**config.mk**
```make
export PLATFORM = sky130hd
export DESIGN_NAME = axi_rd_arbiter
export DESIGN_NICKNAME = d
export VERILOG_FILES = /design/src/rtl/axi_rd_arbiter.sv
export SDC_FILE = /design/constraint.sdc
export NUM_CORES = 1
export LEC_CHECK = 0
export CAP_MARGIN = 30
export CORE_MARGIN = 2
export CORE_UTILIZATION = 32
export DETAILED_ROUTE_END_ITERATION = 16
export GPL_TIMING_DRIVEN = 0
export PLACE_DENSITY = 0.79
export SLEW_MARGIN = 20
export SYNTH_ARGS = -nofsm -noshare
export SYNTH_HDL_FRONTEND = slang
export SYNTH_SLANG_ARGS = --single-unit
export TNS_END_PERCENT = 1
```
**constraint.sdc**
```tcl
create_clock -name AXI_CLK_i -period 1.5 [get_ports AXI_CLK_i]
set_clock_uncertainty 0.1 [all_clocks]
set_input_delay 0.15 -clock AXI_CLK_i [delete_from_list [all_inputs] [get_ports AXI_CLK_i]]
set_output_delay 0.15 -clock AXI_CLK_i [all_outputs]
set_load 0.005 [all_outputs]
```
**src/rtl/axi_rd_arbiter.sv**
```systemverilog
// Per-slave AXI read-address arbiter: picks one master's AR request (round-robin or
// fixed priority), forwards it with the master index prepended to ARID, and holds the grant until RLAST.
module axi_rd_arbiter #(
    parameter int NUM_M     = 2,
    parameter int ID_BITS   = 4,
    parameter int MIDX_BITS = 4,
    parameter int ADDR_BITS = 32,
    parameter int LEN_BITS  = 4,
    parameter int SIZE_BITS = 3,
    localparam int IDS_BITS = MIDX_BITS + ID_BITS
) (
    input  logic                       AXI_CLK_i,
    input  logic                       AXI_RST_i,
    input  logic                       MODE_i,
    input  logic [NUM_M*ID_BITS-1:0]   ARID_M_i,
    input  logic [NUM_M*ADDR_BITS-1:0] ARADDR_M_i,
    input  logic [NUM_M*LEN_BITS-1:0]  ARLEN_M_i,
    input  logic [NUM_M*SIZE_BITS-1:0] ARSIZE_M_i,
    input  logic [NUM_M*2-1:0]         ARBURST_M_i,
    input  logic [NUM_M-1:0]           ARVALID_M_i,
    output logic [NUM_M-1:0]           ARREADY_M_o,
    output logic [IDS_BITS-1:0]        ARID_S_o,
    output logic [ADDR_BITS-1:0]       ARADDR_S_o,
    output logic [LEN_BITS-1:0]        ARLEN_S_o,
    output logic [SIZE_BITS-1:0]       ARSIZE_S_o,
    output logic [1:0]                 ARBURST_S_o,
    output logic                       ARVALID_S_o,
    input  logic                       ARREADY_S_i,
    input  logic [IDS_BITS-1:0]        RID_S_i,
    input  logic                       RVALID_S_i,
    input  logic                       RREADY_S_i,
    input  logic                       RLAST_S_i,
    output logic [NUM_M-1:0]           GRANT_o,
    output logic                       BUSY_o
);

    localparam int PTR_BITS = (NUM_M > 1) ? $clog2(NUM_M) : 1;

    typedef enum logic [1:0] {IDLE, ADDR, DATA} state_e;

    state_e                 state_q, state_d;
    logic [PTR_BITS-1:0]    ptr_q, ptr_d;
    logic [PTR_BITS-1:0]    owner_q, owner_d;
    logic [IDS_BITS-1:0]    arId_q;
    logic [ADDR_BITS-1:0]   arAddr_q;
    logic [LEN_BITS-1:0]    arLen_q;
    logic [SIZE_BITS-1:0]   arSize_q;
    logic [1:0]             arBurst_q;

    logic                   winValid;
    logic [PTR_BITS-1:0]    winIdx;
    logic [PTR_BITS-1:0]    candIdx;
    logic                   grantFire;
    logic                   rdDone;
    logic                   unusedRidLow;

    // Only the master-index field of RID identifies the owner; the master's own ID bits are don't-care here.
    assign unusedRidLow = ^RID_S_i[ID_BITS-1:0];

    always_comb begin
        winValid = 1'b0;
        winIdx   = '0;
        candIdx  = '0;
        for (int i = 0; i < NUM_M; i++) begin
            candIdx = MODE_i ? PTR_BITS'(i) : PTR_BITS'((int'(ptr_q) + i) % NUM_M);
            if (!winValid && ARVALID_M_i[candIdx]) begin
                winValid = 1'b1;
                winIdx   = candIdx;
            end
        end
    end

    assign grantFire = (state_q == IDLE) && winValid;
    assign rdDone    = RVALID_S_i && RREADY_S_i && RLAST_S_i &&
                       (RID_S_i[IDS_BITS-1:ID_BITS] == MIDX_BITS'(owner_q));

    always_ff @(posedge AXI_CLK_i or negedge AXI_RST_i) begin
        if (!AXI_RST_i) begin
            state_q <= IDLE;
            ptr_q   <= '0;
            owner_q <= '0;
        end else begin
            state_q <= state_d;
            ptr_q   <= ptr_d;
            owner_q <= owner_d;
        end
    end

    always_comb begin
        state_d = state_q;
        ptr_d   = ptr_q;
        owner_d = owner_q;
        case (state_q)
            IDLE: begin
                if (winValid) begin
                    state_d = ADDR;
                    owner_d = winIdx;
                    ptr_d   = (winIdx == PTR_BITS'(NUM_M - 1)) ? '0 : winIdx + PTR_BITS'(1);
                end
            end
            ADDR: begin
                if (ARREADY_S_i) begin
                    state_d = DATA;
                end
            end
            DATA: begin
                if (rdDone) begin
                    state_d = IDLE;
                end
            end
            default: state_d = IDLE;
        endcase
    end

    // ARREADY is gated by reset so a request present during reset is never acknowledged.
    always_comb begin
        ARREADY_M_o = '0;
        GRANT_o     = '0;
        ARVALID_S_o = (state_q == ADDR);
        BUSY_o      = (state_q != IDLE);
        if (AXI_RST_i && grantFire) begin
            ARREADY_M_o[winIdx] = 1'b1;
        end
        if (state_q != IDLE) begin
            GRANT_o[owner_q] = 1'b1;
        end
    end

    always_ff @(posedge AXI_CLK_i or negedge AXI_RST_i) begin
        if (!AXI_RST_i) begin
            arId_q    <= '0;
            arAddr_q  <= '0;
            arLen_q   <= '0;
            arSize_q  <= '0;
            arBurst_q <= '0;
        end else if (grantFire) begin
            arId_q    <= {MIDX_BITS'(winIdx), ARID_M_i[winIdx*ID_BITS +: ID_BITS]};
            arAddr_q  <= ARADDR_M_i[winIdx*ADDR_BITS +: ADDR_BITS];
            arLen_q   <= ARLEN_M_i[winIdx*LEN_BITS +: LEN_BITS];
            arSize_q  <= ARSIZE_M_i[winIdx*SIZE_BITS +: SIZE_BITS];
            arBurst_q <= ARBURST_M_i[winIdx*2 +: 2];
        end
    end

    assign ARID_S_o    = arId_q;
    assign ARADDR_S_o  = arAddr_q;
    assign ARLEN_S_o   = arLen_q;
    assign ARSIZE_S_o  = arSize_q;
    assign ARBURST_S_o = arBurst_q;

endmodule

```
Word level (Yosys, flattened, before mapping) --
Cells that the tools add are included.
Word-level totals: flip-flop bits (word level) 50, output and inout port bits 55
Operators by class: add/subtract/negate cells 2, multipliers 1, order comparisons 6, equal/unequal tests 6, shift operators 5, multiplexer cells 21, reduce and logical (&&, ||, !) cells 13
Operators with widths (number):
- 64-bit by 7-bit indexed part select with 32-bit output | 1
- 8-bit by 4-bit indexed part select with 4-bit output | 2
- 1-bit 2-to-1 mux | 13
- 2-bit 2-to-1 mux | 5
- 1-bit logical AND | 8
- 1-bit by 2-bit < comparator with 1-bit output (second input constant) | 4
- 2-bit one-hot mux with 3 select lines | 1
- 6-bit by 4-bit indexed part select with 3-bit output | 1
- 4-bit by 1-bit == test with 1-bit output | 1
- 2-bit inequality test (second input constant) | 2
- 4-bit by 3-bit indexed part select with 2-bit output | 1
- 1-bit by 2-bit multiplier with 3-bit output (second input constant) | 1
- 3-bit AND reduction | 1
- 1-bit adder (second input constant) | 2
- 1-bit demux with 1-bit select | 2
- 2-bit by 1-bit == test with 1-bit output (second input constant) | 1
- 2-bit == test (second input constant) | 1
- 1-bit >= comparator (second input constant) | 2
- 2-bit zero test | 1
- 2-bit by 1-bit inequality test with 1-bit output (second input constant) | 1
- 2-bit AND reduction | 1
- 2-bit nonzero test | 1
- 1-bit zero test | 1

Logic depth before layout (Yosys ltp) --
word-level depth 12, mapped depth 6

Worst setup path after synthesis --
OpenSTA, ideal clock, no wires.
path type register -> register, start register state_q[1], end register arAddr_q[0] (netlist: ARADDR_S_o[0]), library setup time 126 ps, arrival 1285 ps, path slack -10 ps, stages on the path, launching flop included 7, buffers on the path 2, cells stage by stage dfrtp_1 nor2_4 inv_2 buf_6 buf_2 o21a_1 a221o_1
On the way: longest elaborated chain between the ends 2
RTL lines:
- start, declared | RTL line 41 | state_e state_q, state_d;
- start signal, assigned | RTL line 83 | state_q <= state_d;
- 2-bit zero test | RTL line 73 | assign grantFire = (state_q == IDLE) && winValid;
- 1-bit logical AND | RTL line 73
- end signal, assigned | RTL line 138 | arAddr_q <= ARADDR_M_i[winIdx*ADDR_BITS +: ADDR_BITS];
- end, declared | RTL line 45 | logic [ADDR_BITS-1:0] arAddr_q;
No other way between the ends. A chain may end at the register's enable or synchronous reset.

Final worst setup path --
start register state_q[1], end output port ARREADY_M_o[1]
On the way: longest elaborated chain between the ends 4
RTL lines:
- 2-bit zero test | RTL line 73
- 1-bit logical AND | RTL line 73
- 1-bit logical AND | RTL line 121 | if (AXI_RST_i && grantFire) begin
- 2-bit 2-to-1 mux | RTL line 121
- end, declared | RTL line 21 | output logic [NUM_M-1:0] ARREADY_M_o,
No other way between the ends.

==> reports/results.txt <==
drt initial violations -> 90
Routed Antenna Nets -> 0
number of standard cells in the final layout excluding fillers -> 460
min-delay worst type -> input port to asynchronous set/reset pin
TritonCTS sink count -> 49
cells traversed along the worst timing path -> nor2_4, buf_6, inv_4, a211oi_2, buf_6, buf_8, and2_4, buf_6
Logic pwr share -> 55.6%
share of the clock period used by the worst path after layout -> 127%
total net switching power -> 2.36 mW
total number of H-tree levels -> 2
clock insertion delay at the later pin of the skew report -> 0.30 ns
buffers added on ports -> 154
initial cell density of the core -> 32.6%
dpl cells -> 441
status -> complete, but fails checks
worst vdd ir -> 796 uV
power per cell area -> 1820 nW/um^2
maximum number of pins on one net before global-route repair -> 52
highest attainable clock frequency -> 524 MHz
x dimension of the die -> 89.3 um
post-layout min period -> 1.91 ns
total CTS buffers -> 5
buffers from clock root to sink, at most -> 2
slowest stage cell on the critical path -> dfrtp_1
Tot GR Track Use -> 18.6%
worst max-slew margin expressed relative to the limit -> 56.9%
number of nets at the end of the flow -> 467
Sequential Area -> 1230 sq um
family with the most delay on the worst path -> buffers and inverters
instance area after placement -> 4010 sq um
setup repair after global routing missed its margin -> true
Chip Height -> 89.3 um
cell chosen for the clock root -> clkbuf_8
final WL -> 7650 um
commonest cells after routing, fill and taps aside -> 147 x clkdlybuf4s50_1, 49 x dfrtp_1, 45 x o21a_1, 45 x a221o_1, 15 x buf_4
area of the placeable core -> 7140 sq um
overall power of the completed layout -> 7.78 mW
# fillers -> 642
number of setup violations in the final report -> 51
multi-input logic area -> 948 sq um
synthesis-to-layout area growth -> 83.7%
Syn Inst Count -> 186
clock input transition at the sequential cells of the worst setup and hold paths -> 0.10 ns
number of slew-limit violations in the final report -> 0
distinct cell type count of the synthesized netlist -> 25
num rows -> 31
number of flip-flops and latches in the synthesized netlist -> 49
Hold Fails Final Rpt -> 49
first-pass iteration count of the detailed router -> 4
most repeated library cell on the critical path -> buf_6
clock tree from TritonCTS -> built
violations in the final reports -> negative hold slack, negative setup slack
Hold Slack -> -0.220 ns
routed vias -> 2279
wire per inst -> 16.6 um
share of synthesized area occupied by flip-flops and latches -> 52.6%
Final GP Congestion -> 0.701
Net Sw Frac -> 30.4%
residual overflow from global routing -> 0
number of antenna violations at the first check in global routing -> 0
Maximum Capacitance Violations -> 0
syn avg cell area -> 12.5 sq um
number of inserted diodes -> 0
number of warnings printed during yosys synthesis -> 0
leakage component of the power -> 1.81 nW
DIE AREA -> 7980 sq um
Mapped Area -> 2330 sq um
half-perimeter wire length after detailed placement -> 5410 um
first-pass GRT wire length -> 11500 um
setup slack after layout -> -0.408 ns
arrival time reported for the critical path endpoint -> 1.66 ns
vias in the first global route -> 2362
Clk network pwr share -> 14.4%
CP required -> 1.25 ns
dpl ws -> -0.765 ns
average vias per placed instance -> 4.95
Final Instance Area -> 4280 sq um
start-to-end type of the worst setup path -> register to output pin
I/O pins -> 162
biggest cell delay along the critical path -> 0.43 ns
internal power -> 5.41 mW
sequential share of power -> 30.0%
kind of launch point of the worst setup path -> register
final routed DRC violation total -> 0
commonest non-fill, non-tap cell in the layout -> clkdlybuf4s50_1
maximum fanout count along the critical path -> 4
count of buffering cells on the critical path with inverters included -> 5
layout cells sized above 1 -> 15.0%
actual transition at the worst max-transition pin -> 0.647 ns
CP endpoint kind -> output pin
==> metal layers <==
layer / global-route usage, % / vias to the layer above / share of wire (%)
met3: 4.34 / 4 / 6.7
li1: - / 1079 / -
met1: 23.1 / 1105 / 42
met5: 0 / - / 0
met4: 4.07 / 0 / 0.63
met2: 32.9 / 91 / 51
==> cells by family (layout without fill, tap and decap cells) <==
| group | count (synthesis) | after routing | share of synthesized area (%) |
|---|---|---|---|
| DFF | 49 | 49 | 52.6 |
| buffers and inverters | 26 | 199 | 7.30 |
| xor gates and xnor gates | 1 | 1 | 0.376 |
| AOI/OAI and AO/OA | 98 | 98 | 36.4 |
| and+or+nand+nor | 11 | 11 | 3.17 |
| other | 1 | 3 | 0.161 |
==> cells in the mapped netlist <==
cell type	number	area, sq um
dfrtp_1	49	1230
a221o_1	45	450
o21a_1	45	338
buf_4	8	60.1
clkbuf_1	6	22.5
buf_6	5	56.3
buf_2	4	20.0
and2_1	3	18.8
a21o_1	2	15.0
inv_2	2	7.51
nand2b_1	2	12.5
o21ai_0	2	10.0
a211oi_2	1	12.5
a21oi_1	1	5.00
a31oi_1	1	6.26
and3_1	1	6.26
conb_1	1	3.75
inv_1	1	3.75
nor2_1	1	3.75
nor2_2	1	6.26
nor2_4	1	11.3
nor2b_1	1	6.26
nor4b_1	1	8.76
o211a_1	1	10.0
xnor2_1	1	8.76
==> what timing repair did <==
action	4_1_cts	5_1_grt
setup buffers	11	0
setup endpoints to repair	48	53
endpoints found under the hold margin	49	49
pin swaps	17	0
resized for setup	36	6
==> power groups by stage <==
stage               logic [mW]  clock network (mW)  registers, mW
floorplan                 1.87                   0           2.37
global placement          3.91                   0           2.32
detailed placement        3.97                   0           2.35
CTS                       4.36                1.14           2.33
global route              4.65                1.18           2.41
finish                    4.32                1.12           2.33
==> cell type report <==
| type | instances | share of cell area (%) |
|---|---|---|
| Buffer | 23 | 4.94 |
| Clock buffer | 5 | 1.61 |
| Clock inverter | 3 | 1.52 |
| Inverter | 3 | 0.322 |
| Multi-Input combinational cell | 113 | 22.2 |
| Sequential cell | 49 | 28.6 |
| Tap cell | 99 | 2.89 |
| Timing Repair Buffer | 165 | 37.9 |
==> per-stage QoR <==
step	TNS (ns)	util, %
floorplan	-0.137	-
global placement	-87.20	56.2
detailed placement	-19.79	56.2
CTS	-10.71	60.1
global route	-14.44	60.0
finish	-11.53	60.0
==> registers in the layout, summed over array words and instances (netlist names) <==
signal	cells
owner_q	1
ARLEN_S_o	4
ARADDR_S_o	32
ARSIZE_S_o	3
ARID_S_o	4
state_q	2
ptr_q	1
ARBURST_S_o	2
==> final timing paths <==
path                                        start                          to  slack [ns]  cells past startpoint
min in group AXI_CLK_i             ARADDR_M_i[61]  ARADDR_S_o[29]$_DFFE_PN0N_        0.35                      2
setup reg to reg           state_q[1]$_DFFE_PN0P_    ARLEN_S_o[0]$_DFFE_PN0N_       -0.29                      8
hold / removal                          AXI_RST_i   ARADDR_S_o[2]$_DFFE_PN0N_       -0.22                      1
hold reg to reg                 ptr_q$_DFFE_PN0N_           ptr_q$_DFFE_PN0N_        0.40                      1
setup / recovery           state_q[1]$_DFFE_PN0P_              ARREADY_M_o[1]       -0.41                      8
max in group asynchronous               AXI_RST_i   ARADDR_S_o[6]$_DFFE_PN0N_        1.10                      1
Power figures use the tool's default switching activity.
==> RTL edit, RTL diff (same settings) <==
Change the parameter `SIZE_BITS` from 3 to 6.
--- a/src/rtl/axi_rd_arbiter.sv
+++ b/src/rtl/axi_rd_arbiter.sv
@@ -6,7 +6,7 @@
     parameter int MIDX_BITS = 4,
     parameter int ADDR_BITS = 32,
     parameter int LEN_BITS  = 4,
-    parameter int SIZE_BITS = 3,
+    parameter int SIZE_BITS = 6,
     localparam int IDS_BITS = MIDX_BITS + ID_BITS
 ) (
     input  logic                       AXI_CLK_i,
Ports: changed (resized ARSIZE_M_i and ARSIZE_S_o); port bits go from 162 to 171. No check against the original RTL was run, so the function may have changed too.
==> RTL edit against the original RTL <==
  * The flow still finishes with violations (negative hold slack, negative setup slack)
  * Sequential cell count rose by 3
  * Register-to-register slack improved by 0.10 ns
  * Cell area increased by 5.4%
  * Area after synthesis grew 8.2%
  * Non-clock buffer count is 9 higher
  * Wire length up 3.8%
  * Setup slack better by 0.19 ns
  * Total power grew 1.5%
  * Via count rose by 6.3%
  * Critical endpoint is now GRANT_o[1]
  * Largest cell class unchanged
==> RTL edit: results (changes against the original RTL) <==
- Status: finished, violations left
- Failing checks: negative hold slack, negative setup slack
- Most frequent cells after synthesis: 52 x dfrtp_1, 48 x a221o_1, 48 x o21a_1
- Gp weighted congestion: 0.783 (+12%)
- Largest net degree at the start of global routing: 55 (+5.8%)
- First-pass GRT wire length: 12500 um (+8.6%)
- Post-Place Cells: 463 (+5.0%)
- IO buf count: 163 (+5.8%)
- Share of layout cells above drive strength 1: 0.140 (-0.00974)
- Area growth, synth to finish: 79.1%
- Min setup slack post-route: -0.221 ns (+0.187 ns)
- Vias in the first global route: 2561 (+8.4%)
- Met1 Resource Use GR: 0.227 (-0.00381)
- Met3 WL: 761 um (+48%)
- Wl on met1: 3300 um (+4.0%)
- Peak supply drop: 759 uV (-4.7%)
- DP Worst Slack: -0.815 ns (-0.0500 ns)
- DP Area: 4280 sq um (+6.9%)
- Setup violations, final: 52 (+2.0%)
- WL met2: 3790 um (-3.0%)
- Fin nets: 491 (+5.1%)
- FF+latch area: 1300 sq um (+6.1%)
- Cell-internal power: 0.00546 W (+0.93%)
- Final cell count without fillers: 481 (+4.6%)
- LEAKAGE: 1.89 nW (+4.8%)
- Final core utilization: 0.587 (-0.0127)
- DP HPWL: 5730 um (+5.8%)
- Fillers: 681 (+6.1%)
- Arrival @ worst endpoint: 1.47 ns (-0.19 ns)
- Gr usage total: 0.182 (-0.00415)
- Synth Area per Inst: 12.9 sq um (+2.6%)
- Routed vias: 2423 (+6.3%)
- TNS Setup: -7.32 ns (+4.21 ns)
- Initial antenna violation count: 0 (unchanged)
- Maximum fanout along the worst path: 10 (+6)
- Register share of total power: 0.314 (+0.014)
- P_clk: 0.000943 W (-16%)
- Seq pwr: 0.00248 W (+6%)
- Largest cells by area after synthesis: dfrtp_1 52%, a221o_1 19%, o21a_1 14%
- Share of the synthesized area in the top cell type: 0.516 (-0.00993)
- Met3 Resource Use GR: 0.0586 (+0.0152)
- Seq/Total Area, Yosys: 0.516 (-0.00993)
- Max-slew headroom: 0.547 (-0.0215)
- Hold Slack: -0.210 ns (+0.0108 ns)
- Routed WL per cell: 16.5 um (-0.77%)
- DR iter-0 viols: 70 (-22%)
- Final Hold Viols: 52 (+6.1%)
## RTL edit: final cells by class
class                           instances  share of cell area
Inverter                                3             0.00305
Multi-Input combinational cell        119               0.226
Clock buffer                            6              0.0161
Buffer                                 24              0.0532
Timing Repair Buffer                  173               0.377
Clock inverter                          2             0.00776
Sequential cell                        52               0.288
Tap cell                              102              0.0283
## RTL edit: what timing repair did
action,CTS,global route
endpoints found under the setup margin,56,54
resized for setup,32,7
hold endpoints to repair,52,52
pin swaps,13,21
buffers inserted,8,2
## RTL edit: path summary, 6_finish.rpt
check | to | slack [ns] | cells after the start | startpoint
hold reg to reg | ptr_q$_DFFE_PN0N_ | 0.45 | 1 | ptr_q$_DFFE_PN0N_
max in group asynchronous | ARBURST_S_o[1]$_DFFE_PN0N_ | 1.07 | 1 | AXI_RST_i
setup reg to reg | ARADDR_S_o[5]$_DFFE_PN0N_ | -0.19 | 7 | state_q[0]$_DFFE_PN0P_
min in group AXI_CLK_i | ARADDR_S_o[28]$_DFFE_PN0N_ | 0.35 | 2 | ARADDR_M_i[60]
setup / recovery | GRANT_o[1] | -0.22 | 5 | state_q[1]$_DFFE_PN0P_
hold / removal | ARADDR_S_o[11]$_DFFE_PN0N_ | -0.21 | 1 | AXI_RST_i
## RTL edit: cells by family (layout without fill, tap and decap cells)
group,count (synthesis),after routing,synth area share
buffers and inverters,27,208,0.0874
and+or+nand+nor,11,11,0.0283
xor gates and xnor gates,1,1,0.00348
AOI/OAI and AO/OA,104,104,0.363
other,1,3,0.00149
DFF,52,52,0.516
## RTL edit: critical path, cell delays in order (launching register included)
cell	delay, ns
dfrtp_1	0.42
nor2_4	0.16
inv_4	0.06
buf_6	0.13
and2_1	0.15
dlygate4sd2_1	0.25
